$ cat config.mk
export PLATFORM = sky130hd
export DESIGN_NAME = i2s_rx_deserializer
export DESIGN_NICKNAME = d
export VERILOG_FILES = /design/src/rtl/i2s_pkg.sv /design/src/rtl/i2s_edge_detect.sv /design/src/rtl/i2s_rx_deserializer.sv
export SDC_FILE = /design/constraint.sdc
export NUM_CORES = 1
export LEC_CHECK = 0
export CORE_MARGIN = 2
export CORE_UTILIZATION = 45
export DETAILED_ROUTE_END_ITERATION = 6
export HOLD_SLACK_MARGIN = 0.08
export PLACE_DENSITY = 0.71
export SLEW_MARGIN = 25
export SYNTH_ARGS = -nofsm -noshare
export SYNTH_HDL_FRONTEND = slang
export SYNTH_SLANG_ARGS = --single-unit
$ cat constraint.sdc
create_clock -name mclk -period 3 [get_ports mclk]
set_input_delay 0.6 -clock mclk [delete_from_list [all_inputs] [get_ports mclk]]
set_output_delay 0.6 -clock mclk [all_outputs]
set_load 0.02 [all_outputs]
$ cat src/rtl/i2s_pkg.sv
// ---------------------------------------------------------------------------
// i2s_pkg
// Shared definitions for the I2S receive/transmit stages.
//   DATA_W       : default sample width in bits
//   SLOT_W       : default sclk periods per channel slot (two slots per frame)
//   i2s_ch_t     : channel encoding, matching the lrclk level of the slot
//   i2s_sample_t : signed sample word of the default width
// ---------------------------------------------------------------------------
package i2s_pkg;

    localparam int DATA_W = 24;
    localparam int SLOT_W = 32;

    typedef enum logic {
        CH_LEFT  = 1'b0,
        CH_RIGHT = 1'b1
    } i2s_ch_t;

    typedef logic signed [DATA_W-1:0] i2s_sample_t;

endpackage

$ cat src/rtl/i2s_edge_detect.sv
// ---------------------------------------------------------------------------
// i2s_edge_detect
// Turns a level that is synchronous to i_clk (such as the divider's sclk)
// into single-cycle rise and fall pulses. The pulses are combinational from
// the current level and the registered previous level, so they are valid in
// the same cycle the new level is first seen.
// Ports:
//   i_clk   : clock the level is synchronous to
//   i_rst_n : asynchronous active-low reset (previous level resets to 0)
//   i_sig   : level to watch
//   o_rise  : high for the cycle where i_sig is 1 and was 0
//   o_fall  : high for the cycle where i_sig is 0 and was 1
// ---------------------------------------------------------------------------
module i2s_edge_detect (
    input  logic i_clk,
    input  logic i_rst_n,
    input  logic i_sig,
    output logic o_rise,
    output logic o_fall
);

    logic r_sig_q;

    always_ff @(posedge i_clk or negedge i_rst_n) begin
        if (!i_rst_n) begin
            r_sig_q <= 1'b0;
        end else begin
            r_sig_q <= i_sig;
        end
    end

    assign o_rise = i_sig & ~r_sig_q;
    assign o_fall = ~i_sig & r_sig_q;

endmodule

$ cat src/rtl/i2s_rx_deserializer.sv
// ---------------------------------------------------------------------------
// i2s_rx_deserializer
// Receives I2S serial audio in the mclk domain. sclk and lrclk are treated
// as synchronous enables; all framing state advances only on sclk rise
// cycles. One left/right pair is presented per frame with a one-cycle
// sample_valid strobe.
//
// Build option: define I2S_RX_FRAME_CHECK_EN to enable the slot-length
// check (frame_err pulses and the faulty frame is dropped). Without it
// frame_err is tied to 0 and short slots still deliver if they carry at
// least DATA_W bits.
//
// Ports:
//   mclk         : master clock (the only clock)
//   rst          : asynchronous active-low reset
//   sclk         : bit clock level from the divider
//   lrclk        : word select, 0 = left, 1 = right
//   sdata        : serial data, MSB first, one sclk after lrclk changes
//   left_out     : left sample (two's complement)
//   right_out    : right sample (two's complement)
//   sample_valid : one-cycle pulse when left_out/right_out are updated
//   frame_err    : one-cycle pulse on a slot-length violation
// ---------------------------------------------------------------------------
module i2s_rx_deserializer #(
    parameter int DATA_W = i2s_pkg::DATA_W,
    parameter int SLOT_W = i2s_pkg::SLOT_W
) (
    input  logic              mclk,
    input  logic              rst,
    input  logic              sclk,
    input  logic              lrclk,
    input  logic              sdata,
    output logic [DATA_W-1:0] left_out,
    output logic [DATA_W-1:0] right_out,
    output logic              sample_valid,
    output logic              frame_err
);

    import i2s_pkg::*;

    localparam int CNT_W  = $clog2(SLOT_W);
    localparam int CNT_W1 = CNT_W + 1;
    localparam logic [CNT_W-1:0] C_SLOT_LAST = CNT_W'(SLOT_W - 1);
    localparam logic [CNT_W-1:0] C_DATA_LAST = CNT_W'(DATA_W - 1);
    localparam logic [CNT_W:0]   C_DATA_W    = CNT_W1'(DATA_W);

    logic              r_ws_p1;
    logic              r_ws_p2;
    logic [CNT_W-1:0]  r_cnt;
    logic              r_locked;
    logic              r_left_ok;     // a complete left word is held for this frame
    logic [DATA_W-1:0] r_sr_l;
    logic [DATA_W-1:0] r_sr_r;
    logic [DATA_W-1:0] r_left_hold;
    logic              r_frame_err;

    logic              w_rise;
    logic              w_slot_start;
    logic              w_left_start;
    logic              w_active;
    logic              w_in_word;
    logic              w_word_done;
    logic              w_err;
    i2s_ch_t           w_ch;
    logic [CNT_W-1:0]  w_idx;
    logic [DATA_W-1:0] w_sr_l_next;
    logic [DATA_W-1:0] w_sr_r_next;

    i2s_edge_detect u_sclk_edge (
        .i_clk   (mclk),
        .i_rst_n (rst),
        .i_sig   (sclk),
        .o_rise  (w_rise),
        .o_fall  ()
    );

    // The I2S one-bit delay: the bit sampled on this rise belongs to the
    // channel lrclk selected on the previous rise, and a slot begins when
    // that value differs from the one before it.
    assign w_slot_start = r_ws_p1 ^ r_ws_p2;
    assign w_ch         = i2s_ch_t'(r_ws_p1);
    assign w_left_start = w_slot_start && (w_ch == CH_LEFT);
    // The capture that sets lock is the MSB of the first usable left word.
    assign w_active     = r_locked || w_left_start;

    // Bit index of the current capture; saturates so oversized slots hold.
    always_comb begin
        w_idx = r_cnt;
        if (w_slot_start) begin
            w_idx = '0;
        end else if (r_cnt != C_SLOT_LAST) begin
            w_idx = r_cnt + 1'b1;
        end
    end

    assign w_in_word   = ({1'b0, w_idx} < C_DATA_W);
    assign w_word_done = (w_idx == C_DATA_LAST);
    assign w_sr_l_next = {r_sr_l[DATA_W-2:0], sdata};
    assign w_sr_r_next = {r_sr_r[DATA_W-2:0], sdata};

`ifdef I2S_RX_FRAME_CHECK_EN
    // r_cnt still holds the final index of the slot that is ending.
    assign w_err = w_rise && w_slot_start && r_locked && (r_cnt != C_SLOT_LAST);
`else
    assign w_err = 1'b0;
`endif

    always_ff @(posedge mclk or negedge rst) begin
        if (!rst) begin
            r_ws_p1      <= 1'b0;
            r_ws_p2      <= 1'b0;
            r_cnt        <= '0;
            r_locked     <= 1'b0;
            r_left_ok    <= 1'b0;
            r_sr_l       <= '0;
            r_sr_r       <= '0;
            r_left_hold  <= '0;
            r_frame_err  <= 1'b0;
            left_out     <= '0;
            right_out    <= '0;
            sample_valid <= 1'b0;
        end else begin
            sample_valid <= 1'b0;
            r_frame_err  <= w_err;
            if (w_rise) begin
                r_ws_p1 <= lrclk;
                r_ws_p2 <= r_ws_p1;
                r_cnt   <= w_idx;
                if (w_left_start) begin
                    r_locked  <= 1'b1;
                    r_left_ok <= 1'b0;
                end
                // A bad slot poisons the frame it is part of.
                if (w_err) begin
                    r_left_ok   <= 1'b0;
                    r_left_hold <= '0;
                end
                if (w_active && w_in_word) begin
                    if (w_ch == CH_LEFT) begin
                        r_sr_l <= w_sr_l_next;
                        if (w_word_done) begin
                            r_left_hold <= w_sr_l_next;
                            r_left_ok   <= 1'b1;
                        end
                    end else begin
                        r_sr_r <= w_sr_r_next;
                        if (w_word_done) begin
                            r_left_ok <= 1'b0;
                            if (r_left_ok) begin
                                left_out     <= r_left_hold;
                                right_out    <= w_sr_r_next;
                                sample_valid <= 1'b1;
                            end
                        end
                    end
                end
            end
        end
    end

    assign frame_err = r_frame_err;

endmodule

==> Word level (Yosys, flattened, before mapping) <==
Cells that the tools add are included.
{ "word_totals": {"register_bits": 129, "out_inout_bits": 50, "in_bits": 5} }
{ "op_classes": {"order_cmp": 1, "reduce_logical": 8, "add_sub_neg": 1, "bitwise_logic": 4, "n_mux": 12, "n_eq_ne": 2} }
{ "op_table": {"columns": ["operator", "n"], "rows": [
  ["1-bit two-way mux", 10],
  ["5-bit two-way mux", 2],
  ["3-bit AND reduction", 2],
  ["5-bit by 1-bit adder with 5-bit output (second input constant)", 1],
  ["5-bit equality test (second input constant)", 1],
  ["5-bit < comparator (second input constant)", 1],
  ["5-bit != test (second input constant)", 1],
  ["5-bit AND reduction", 1],
  ["4-bit AND reduction", 1],
  ["1-bit logical AND", 2],
  ["1-bit inverter", 2],
  ["2-bit AND reduction", 1],
  ["1-bit bitwise AND", 1],
  ["1-bit logical OR", 1],
  ["1-bit bitwise XOR", 1]
]} }

==> Depth between registers and ports, before layout <==
{ "depth": {"word_depth": 8, "mapped_depth": 9} }

==> Cells and area by module <==
Synthesis repeated with hierarchy kept, for this count alone.
{ "hier_totals": {"cells_unflattened": 308, "hier_area_um2": 5183.7} }
{ "modules_own_cells": {"columns": ["module", "area_each_um2", "cells_each", "n_inst", "seq_area_each_um2"], "rows": [
  ["i2s_rx_deserializer", 5143.7, 305, 1, 3203.1],
  ["i2s_edge_detect", 40.0, 3, 1, 25.0]
]} }

==> Least setup slack after synthesis <==
No wires, ideal clock.
{ "synth_timing": {"path_kind": "reg-to-reg", "start": "register r_cnt[0]", "end": "register r_left_hold[10]", "slack_ps": 489, "t_required_ps": 2873, "arrival_ps": 2383, "stages_incl_launch_ff": 9, "cell_sequence": "dfrtp_1 -> ha_1 -> buf_6 -> and4_1 -> mux2_2 -> nor4_4 -> nor4b_4 -> buf_6 -> mux2_1"} }
{ "synth_via": {"elab_chain_len": 6, "word_cells_on_any_way": 8, "cone_classes": "add/sub (1); order compare (1); eq/ne (2); mux (2); reduce/logical (2)"} }
{ "synth_rtl": {"columns": ["element", "line", "source"], "rows": [
  ["from (decl)", "i2s_rx_deserializer.sv:49", "logic [CNT_W-1:0] r_cnt;"],
  ["from (signal assigned)", "i2s_rx_deserializer.sv:128", "r_cnt <= w_idx;"],
  ["5-bit by 1-bit adder with 5-bit output or 5-bit != test (tied branches)", "i2s_rx_deserializer.sv:92, i2s_rx_deserializer.sv:91", null],
  ["5-bit two-way mux (*)", "i2s_rx_deserializer.sv:91", "end else if (r_cnt != C_SLOT_LAST) begin"],
  ["5-bit two-way mux (*)", "i2s_rx_deserializer.sv:89", "if (w_slot_start) begin"],
  ["5-bit < comparator", "i2s_rx_deserializer.sv:96", "assign w_in_word = ({1'b0, w_idx} < C_DATA_W);"],
  ["1-bit logical AND", "i2s_rx_deserializer.sv:138", "if (w_active && w_in_word) begin"],
  ["4-bit AND reduction (no line) (*)", null, null],
  ["to (signal assigned)", "i2s_rx_deserializer.sv:142", "r_left_hold <= w_sr_l_next;"],
  ["to (decl)", "i2s_rx_deserializer.sv:54", "logic [DATA_W-1:0] r_left_hold;"]
]} }
Every way passes the cells marked *; elsewhere a longest branch is shown, timed or not.
A chain may end at the register's enable or synchronous reset.

==> Worst setup path in the final report <==
{ "layout_timing": {"start": "register r_cnt[0]", "end": "register r_left_hold[15]"} }
The elaborated chain is that of the path after synthesis.

==> flow_metrics.tcl <==
set metrics [dict create \
    crit_path_end_kind "flip-flop" \
    yosysTopAreaCell "dfrtp_1" \
    cts_buffers 17 \
    routedWlPerCell_um 15.2 \
    die_area_mm2 0.0120 \
    multi_input_area_mm2 0.00169 \
    nFillCells 861 \
    final_hold_viol_count 0 \
    drive_gt1_frac 0.338 \
    post_cts_buffers 0 \
    yosysUniqueCellTypes 30 \
    place_ws_ps 298 \
    area_delta_synth_final_pct 25.5 \
    critPathLaunchType "flip-flop" \
    stdcell_area_mm2 0.00630 \
    syn_area_mm2 0.00502 \
    drc 0 \
    critical_path_class "flip-flop to flip-flop" \
    num_vias 2654 \
    seqCellArea_mm2 0.00323 \
    irDropWorstVdd_uv 398 \
    cts-root-buf "clkbuf_8" \
    viasPerCell 5.01 \
    grt_overflow 0 \
    path_depth 7 \
    first_iter_violations 53 \
    initial_core_util 0.461 \
    die_x_um 110 \
    ant_nets 0 \
    drt_wl_total_um 8080 \
    drv_cap 0 \
    fin_crit_ps 2700 \
    relSlewSlack 0.559 \
    synth_seq_area_share 0.643 \
    cp.arrival_ps 3080 \
    required_ps 3380 \
    setup_slack_ps 298 \
    synth_edf_count 0 \
    cts_tree "done" \
    power_mw 4.14 \
    ctsLongestPathBuffers 2 \
    syn_nets 321 \
    p_leak_nw 3.09 \
    synthArstFlopShare 1.00 \
    synth_top_area_frac 0.643 \
    gp_congestion 0.687 \
    crit_path_top_delay_cell "dfrtp_1" \
    dp_hpwl_um 5060 \
    fmax_mhz 370 \
    fin_nets 386 \
    syn_inst 314 \
    tightest_slew_ps 655 \
    status "finished clean" \
    io_buffer_count 53 \
    syn_avg_cell_area_um2 16.0 \
    cp_top_family "simple AND/OR/NAND/NOR gates" \
    power_density_mw_per_mm2 656 \
    crit_path_max_fanout 24 \
    row_count 38 \
    final_util 0.579 \
    h-tree-depth 4 \
    yosysWarnings 0 \
    antenna_found_initial 0 \
    setup_viol 0 \
    grt_first_pass_wirelength_um 13900 \
    antenna_cells 0 \
    synth_seq_cells 129 \
    hold_path_class "flip-flop to flip-flop" \
    hold_depth 1 \
    fp.dieH_um 110 \
    grt_pass1_vias 2818 \
    synth_ff_type "dfrtp_1" \
    worst_skew_pair.late_latency_ps 500 \
    ff2ff_path_depth 7 \
    drv_slew 0 \
    netlist_top_cells_area "dfrtp_1 (64%), mux2_2 (20%), mux2_1 (7.2%), nand2_1 (0.90%), buf_2 (0.80%)" \
    finalSetupTns_ps 0 \
    critPathBufInv 1 \
    crit_chain "ha_1 > and4_1 > mux2_2 > nor4_4 > nor4b_4 > buf_12 > mux2_1" \
    coreArea_mm2 0.0109 \
    clock-skew-final_ps 7.53 \
    ios 55 \
    grt_usage 0.152 \
    max_stage_delay_ps 420 \
    firstDrtPassIters 4 \
    period_share 0.901 \
    grt_max_degree 47 \
    numClockSinks 129 \
    clk_pin_slew_ps 60 \
    rsz0062_at_grt "false" \
    place_area_mm2 0.00573 \
]
-- cells in the final DEF (no fill, tap or decap), drive strengths merged --
master / instances
nor2b: 1
nand4b: 1
a2111oi: 1
nand2b: 3
nor3: 1
a22o: 1
clkdlybuf4s50: 52
or3: 1
a21oi: 4
clkbuf: 20
dfrtp: 129
nor4b: 1
a41oi: 1
bufinv: 2
nor4: 1
clkinvlp: 2
and3: 1
nand3: 1
nand2: 12
inv: 3
a21boi: 1
clkinv: 6
dlygate4sd3: 1
mux2i: 1
conb: 1
and4: 1
ha: 2
a31o: 1
mux2: 120
o21ai: 7
buf: 9
a31oi: 2
-- worst register-to-register path: stages (launching register included) --
cell,delay [ps]
dfrtp_1,420
ha_1,350
and4_1,300
mux2_2,390
nor4_4,210
nor4b_4,330
buf_12,230
mux2_1,360
-- metrics by stage --
stage	hold WS [ps]	instances
2_1_floorplan	304	314
3_3_place_gp	465	499
3_5_place_dp	469	499
4_1_cts	481	530
5_1_grt	501	530
6_report	482	530
-- layer usage --
| layer | GRT usage | vias to the layer above | part of all wire |
|---|---|---|---|
| li1 | - | 1249 | - |
| met1 | 0.203 | 1338 | 0.47 |
| met2 | 0.229 | 59 | 0.47 |
| met3 | 0.0551 | 8 | 0.053 |
| met4 | 0.0515 | 0 | 0.010 |
| met5 | 0 | - | 0 |
-- repair_timing --
action,in CTS,in global routing
resized for setup,0,0
hold endpoints to repair,29,0
hold buffers,1,0
setup endpoints to repair,0,0
-- registers in the layout, indices dropped and copies added (netlist names), 5 cells and up --
| register | cells |
|---|---|
| left_out | 24 |
| r_left_hold | 24 |
| right_out | 24 |
| r_sr_l | 23 |
| r_sr_r | 23 |
| r_cnt | 5 |
-- cell type report --
| type | instances | share of cell area |
|---|---|---|
| well taps | 140 | 0.0278 |
| flip-flops and latches | 129 | 0.512 |
| multi-input cells | 166 | 0.269 |
| clock buffers | 20 | 0.0707 |
| repair buffers | 62 | 0.101 |
| clock inverters | 10 | 0.0179 |
| inverters | 3 | 0.00179 |
-- path summary, 6_finish.rpt --
path	startpoint	endpoint	slack, ps
min reg2reg	r_left_hold[7]	r_left_hold[7]	480
min in group asynchronous	rst	left_out[7]	570
max	r_cnt[0]	r_left_hold[15]	300
min	r_left_hold[7]	r_left_hold[7]	480
max in group asynchronous	rst	left_out[22]	1690
max reg2reg	r_cnt[0]	r_left_hold[15]	300
-- cell usage after synthesis, types with 2 or more instances --
cell type / number
dfrtp_1: 129
mux2_2: 88
mux2_1: 32
nand2_1: 12
buf_2: 8
o21ai_0: 7
a21oi_1: 4
buf_6: 3
clkbuf_1: 3
inv_1: 3
nand2b_1: 3
a31oi_1: 2
buf_4: 2
ha_1: 2
-- report_power, final --
part           switching [mW]  internal, mW
clock                   0.700          1.21
combinational           0.138         0.139
sequential             0.0937          1.85
-- cell families (layout without fill, tap and decap cells) --
| group | Yosys count | count (layout) | synth area share |
|---|---|---|---|
| buffers and inverters | 19 | 95 | 0.0222 |
| adder cells (fa/ha/maj) | 2 | 2 | 0.00498 |
| AO/OA/AOI/OAI | 18 | 18 | 0.0264 |
| AND/OR/NAND/NOR | 24 | 24 | 0.0319 |
| multiplexers | 121 | 121 | 0.271 |
| other | 1 | 1 | 0.000747 |
| flip-flops | 129 | 129 | 0.643 |
No activity file was read; power rests on OpenSTA's default activity.
